[config.mk]
export PLATFORM = sky130hd
export DESIGN_NAME = mem_arbiter
export DESIGN_NICKNAME = d
export VERILOG_FILES = /design/src/rtl/mem_arbiter.sv
export SDC_FILE = /design/constraint.sdc
export NUM_CORES = 1
export LEC_CHECK = 0
export BUFFER_PORTS_ARGS = -buffer_cell sky130_fd_sc_hd__buf_4
export CAP_MARGIN = 25
export CORE_AREA = 8 8 531 533
export CTS_CLUSTER_SIZE = 24
export DETAILED_ROUTE_END_ITERATION = 10
export DIE_AREA = 0 0 539 541
export GPL_ROUTABILITY_DRIVEN = 0
export PLACE_DENSITY_LB_ADDON = 0.25
export SYNTH_ARGS = -nofsm -noshare
export SYNTH_HDL_FRONTEND = slang
export SYNTH_SLANG_ARGS = --single-unit
[constraint.sdc]
create_clock -name clk -period 4.27 [get_ports clk]
set_input_delay 0.2135 -clock clk [delete_from_list [all_inputs] [get_ports clk]]
set_output_delay 0.2135 -clock clk [all_outputs]
set_load 0.03 [all_outputs]
[src/rtl/mem_arbiter.sv]
// mem_arbiter: round-robin line arbiter between the instruction fetch path (I)
// and the data cache (D). It shares a single physical-memory line port between them.
//
// Ports:
//   clk, rst                  clock, synchronous active-high reset
//   i_read, i_address         I-side line read request (held until i_resp)
//   i_resp, i_rdata           I-side completion pulse and read line
//   d_read, d_write           D-side line read / writeback request (held until d_resp)
//   d_address, d_wdata        D-side address and writeback line
//   d_resp, d_rdata           D-side completion pulse and read line
//   pmem_read, pmem_write     physical-memory command (decoded from state only)
//   pmem_address, pmem_wdata  physical-memory address / write line
//   pmem_resp, pmem_rdata     physical-memory completion pulse and read line
//
// States:
//   IDLE    | no transaction in flight, arbitrate pending requests
//   SERVE_I | latched I read in flight on pmem
//   SERVE_D | latched D read or write in flight on pmem
module mem_arbiter #(
  parameter int ADDR_W = 32,
  parameter int LINE_W = 256
) (
  input  logic              clk,
  input  logic              rst,
  input  logic              i_read,
  input  logic [ADDR_W-1:0] i_address,
  output logic              i_resp,
  output logic [LINE_W-1:0] i_rdata,
  input  logic              d_read,
  input  logic              d_write,
  input  logic [ADDR_W-1:0] d_address,
  input  logic [LINE_W-1:0] d_wdata,
  output logic              d_resp,
  output logic [LINE_W-1:0] d_rdata,
  output logic              pmem_read,
  output logic              pmem_write,
  output logic [ADDR_W-1:0] pmem_address,
  output logic [LINE_W-1:0] pmem_wdata,
  input  logic              pmem_resp,
  input  logic [LINE_W-1:0] pmem_rdata
);

  typedef enum logic [1:0] {
    IDLE    = 2'd0,
    SERVE_I = 2'd1,
    SERVE_D = 2'd2
  } state_t;

  state_t            state;
  logic              last_grant;  // 0 = I, 1 = D
  logic [ADDR_W-1:0] lat_addr;
  logic [LINE_W-1:0] lat_wdata;
  logic              lat_we;

  logic i_pend;
  logic d_pend;
  logic grant_d;

  assign i_pend = i_read;
  assign d_pend = d_read | d_write;

  // D wins when it is alone, or on a tie when I had the previous grant.
  assign grant_d = d_pend && (!i_pend || !last_grant);

  always_ff @(posedge clk) begin
    if (rst) begin
      state      <= IDLE;
      last_grant <= 1'b1;
      lat_addr   <= '0;
      lat_wdata  <= '0;
      lat_we     <= 1'b0;
    end else begin
      case (state)
        IDLE: begin
          if (i_pend || d_pend) begin
            last_grant <= grant_d;
            if (grant_d) begin
              lat_addr  <= d_address;
              lat_wdata <= d_wdata;
              // A simultaneous read+write is treated as a writeback.
              lat_we    <= d_write;
              state     <= SERVE_D;
            end else begin
              lat_addr <= i_address;
              lat_we   <= 1'b0;
              state    <= SERVE_I;
            end
          end
        end
        SERVE_I, SERVE_D: begin
          if (pmem_resp) state <= IDLE;
        end
        default: state <= IDLE;
      endcase
    end
  end

  // pmem command depends only on state and latched registers.
  always_comb begin
    pmem_read    = 1'b0;
    pmem_write   = 1'b0;
    pmem_address = '0;
    pmem_wdata   = '0;
    case (state)
      SERVE_I: begin
        pmem_read    = 1'b1;
        pmem_address = lat_addr;
      end
      SERVE_D: begin
        pmem_read    = !lat_we;
        pmem_write   = lat_we;
        pmem_address = lat_addr;
        pmem_wdata   = lat_wdata;
      end
      default: ;
    endcase
  end

  // Responses pass straight through, gated to the side holding the grant.
  // Reset suppresses them so an abandoned transaction never completes.
  assign i_resp  = (state == SERVE_I) && pmem_resp && !rst;
  assign d_resp  = (state == SERVE_D) && pmem_resp && !rst;
  assign i_rdata = i_resp ? pmem_rdata : '0;
  assign d_rdata = (d_resp && !lat_we) ? pmem_rdata : '0;

endmodule

; Word-level counts from Yosys, hierarchy flattened
; Index checks and enable logic that the tools add are counted.
[totals]
out_inout_bits = 804
reg_bits = 292
word_cells = 39
[op_classes]
n_eq_ne = 4
muxes = 12
n_bitwise = 1
reduce_logical = 17
[op_table]
columns = operator, count
row1 = 2-to-1 mux 256 bit, 3
row2 = 2-to-1 mux 32 bit, 2
row3 = logical AND 1 bit, 6
row4 = 2-to-1 mux 2 bit, 3
row5 = logical NOT 1 bit, 4
row6 = one-hot mux 2 bit (2 select lines), 1
row7 = AND reduction 2 bit, 2
row8 = AND reduction 3 bit, 1
row9 = equality test 2 x 1 -> 1 bit (second input constant), 1
row10 = equality test 2 bit (second input constant), 1
row11 = logical NOT 2 bit, 1
row12 = logical OR 1 bit, 2
row13 = 2-to-1 mux 1 bit, 2
row14 = inequality test 2 x 1 -> 1 bit (second input constant), 1
row15 = inequality test 2 bit (second input constant), 1
row16 = one-hot mux 1 bit (2 select lines), 1
row17 = OR reduction 2 bit, 1
row18 = bitwise OR 1 bit, 1

; Depth between registers and ports, before layout
[depth]
depth_word = 6
ltp_mapped = 8
depth_no_buf = 5

; Worst setup path before layout
; No wires, ideal clock.
[synth_timing]
path_type = register to output
from = reg state[0]
to = out d_rdata[100]
path_slack_ns = 2.431
arrival_time_ns = 1.626
t_required_ns = 4.056
stages_incl_launch_ff = 9
path_buffers = 3
cell_sequence = dfxtp_1 > inv_1 > ha_1 > buf_2 > nor2b_1 > and3b_1 > buf_2 > clkbuf_2 > and2_1
[synth_via]
elab_chain_len = 5
[synth_lines]
columns = element, line_no
row1 = start: declaration, 49  ; state_t state;
row2 = start signal: assignment, 67  ; state <= IDLE;
row3 = start signal: assignment, 82  ; state <= SERVE_D;
row4 = start signal: assignment, 86  ; state <= SERVE_I;
row5 = equality test 2 bit, 122  ; assign d_resp = (state == SERVE_D) && pmem_resp && !rst;
row6 = logical AND 1 bit (2 in series), 122
row7 = logical AND 1 bit, 124  ; assign d_rdata = (d_resp && !lat_we) ? pmem_rdata : '0;
row8 = 2-to-1 mux 256 bit, 124
row9 = end: declaration, 34  ; output logic [LINE_W-1:0] d_rdata,
; Every way passes these cells.

; Worst setup path after layout
[layout_timing]
from = reg state[0]
to = out d_rdata[3]
; Same word-level chain as after synthesis.

==> qor.yml <==
numCtsBuffers: 43
cts_setup_buffers: 0
drive_above_1_share_pct: 38.7
arrival_ns: 3.19
path_class: "reg2out"
power_density_nw_per_um2: 307
synthArstFlopShare_pct: 0
setup_viol: 0
fp-row-count: 192
clockPowerShare_pct: 34.0
worst_hold_slack_ns: 0.0694
synth_area_per_cell_sq_um: 7.34
yosys_warnings: 0
yosys_register_bits: 292
yosys.area_share.simple_pct: 40.4
hold_viol: 0
cts_resized: 0
fin_nets: 4424
clockRootBuffer: "clkbuf_16"
die_width_um: 539
dp_hpwl_mm: 221
rsz0062_at_grt: "false"
hp-class: "in2reg"
fill_cells: 31681
max_freq_mhz: 294
start_kind: "register"
area_growth_pct: 118
synth_ff_type: "dfxtp_1"
relSlewSlack_pct: 35.8
coreArea_sq_um: 273000
period_share_pct: 79.7
grt_pass1_vias: 24733
irDropWorstVdd_v: 0.000274
vias: 24289
antenna_found_initial: 251
boundaryPins: 1386
period_needed_ns: 3.40
die_area_sq_um: 292000
finalInstanceArea_sq_um: 36200
grt-ovfl-total: 0
cts_sinks: 292
route.met2.wl_mm: 112
seqPwrFrac_pct: 31.0
synthMostInstantiatedCell: "and2_1"
initial_core_util_pct: 6.09
synth_compound_area_share_pct: 17.7
synth_edf_count: 0
postCtsHoldBufs: 356
clk_latency_ns: 0.65
grt_pass1_wl_mm: 304
m1WireLength_mm: 88.2
synth-adder-area-share_pct: 0.226
ys_types: 27
yosysTopAreaCellShare_pct: 35.2
power.internal_mw: 6.64
synth_top_cells_by_area: "dfxtp_1, and2_1, a21oi_1, o21ai_0, nand3_1"
die_h_um: 541
ys_top_cells_by_count: "and2_1, dfxtp_1, a21oi_1, o21ai_0, nand3_1"
synth_top_family_by_area: "simple AND/OR/NAND/NOR gates"
total_power_mw: 11.1
drcViolationCount: 0
final_max_slew_viol_count: 0
synth-xor-area-share_pct: 0
pwr-share-comb_pct: 35.0
muxShareOfSynthArea_pct: 0
switchingPower_mw: 4.47
wl_met3_mm: 34.9
p_leak_nw: 15.7
swShare_pct: 40.2
via_per_inst: 3.21
io_buffers: 1385
crit_fanout: 35
fin_skew_ns: 0.0239
cts.reportedPaths.clkPinSlew_ns: 0.06
cp-end-kind: "primary output"
critPathRequiredTime_ns: 4.06
grt_util_all_layers_pct: 16.2
drv_cap: 0
tightest_slew_ns: 0.962
dpl_cell_area_sq_um: 30900
syn_inst: 2264
htree_levels: 2
yosysTopAreaCell: "dfxtp_1"
grt_max_degree: 162
wl_per_cell_um: 33.0
drt_iter0_markers: 1446
highest_layer: "met5"
status: "completed"
wl_mm: 249
syn-num-nets: 2849
dr.pass1.iters: 7
cts_buffer_depth: 3
ys_seq_area_share_pct: 35.2
cts_tree: "done"
postRouteAntennaNets: 0
setup_tns_ns: 0
synth_area_sq_um: 16600
-- stage by stage --
step | cells | utilization, % | setup WS [ns]
final | 7568 | 13.3 | 0.867
after global routing | 7499 | 13.2 | 0.703
after CTS | 7462 | 13.2 | 0.780
after detailed placement | 7027 | 11.3 | 1.52
after global placement | 7025 | 11.3 | 1.46
after floorplan | 2264 | - | 2.43
-- registers in the layout (all words and copies together) (netlist names) --
name        cells
lat_we          1
state           2
lat_wdata     256
last_grant      1
lat_addr       32
-- area by class of cell --
cell class,count,area [sq um],share of cell area (%)
Timing Repair Buffer,1779,14400,39.8
Multi-Input combinational cell,1720,9750,26.9
Sequential cell,292,5850,16.1
Tap cell,3589,4490,12.4
Clock buffer,66,1280,3.54
Antenna cell,106,265,0.732
Clock inverter,13,161,0.446
Inverter,3,18.8,0.0518
-- power by group through the flow --
| stage | Sequential, mW | Clock [mW] | Combinational, mW |
|---|---|---|---|
| final | 3.44 | 3.78 | 3.89 |
| after detailed placement | 3.52 | 0 | 3.55 |
| after floorplan | 3.20 | 0 | 1.76 |
| after global routing | 3.49 | 4.03 | 4.16 |
| after global placement | 3.52 | 0 | 3.52 |
| after CTS | 3.46 | 3.96 | 3.96 |
-- worst paths after layout --
kind                  start             end  slack, ns  depth (start not counted)
min reg2reg  lat_wdata[137]  lat_wdata[137]       0.47                          2
max                state[0]      d_rdata[3]       0.87                          7
max reg2reg        state[0]        state[0]       0.89                          8
min            d_wdata[191]  lat_wdata[191]       0.07                          3
-- critical path: stages, from the launching register on --
cell     delay (ns)
dfxtp_1        0.33
inv_1          0.16
ha_4           0.44
nor2b_1        0.24
and3b_4        0.53
buf_4          0.40
and2_1         0.20
buf_4          0.18
-- per-layer routing --
| metal | vias to the layer above | track usage [%] |
|---|---|---|
| li1 | 10808 | - |
| met1 | 11495 | 16.5 |
| met2 | 1436 | 26.4 |
| met3 | 446 | 10.1 |
| met4 | 104 | 7.01 |
| met5 | - | 0 |
-- cells by family (layout without fill, tap and decap cells) --
logic type | Yosys count | after routing
adders and majority gates | 3 | 3
and+or+nand+nor | 1162 | 1162
buffers and inverters | 252 | 1861
other | 0 | 106
DFF | 292 | 292
AOI/OAI and AO/OA | 555 | 555
-- layout by cell type, fill, tap and decap left out, types with 2 or more instances in the layout --
cell	synthesis	layout
or3_1	2	2
and2_1	801	801
dfxtp_1	292	292
inv_1	2	2
clkinvlp_4	0	2
a311oi_1	32	32
nor2_1	33	33
nand2_1	64	64
buf_12	0	11
inv_16	0	2
ha_4	0	2
clkbuf_1	146	11
clkbuf_16	0	43
clkinv_2	0	4
dlygate4sd3_1	0	356
nor2b_1	2	2
clkbuf_8	0	12
and3b_4	0	2
diode_2	0	106
o21ai_0	258	258
inv_6	0	2
a21oi_1	258	258
buf_4	5	1410
nand3_1	256	256
Power figures use the tool's default switching activity.
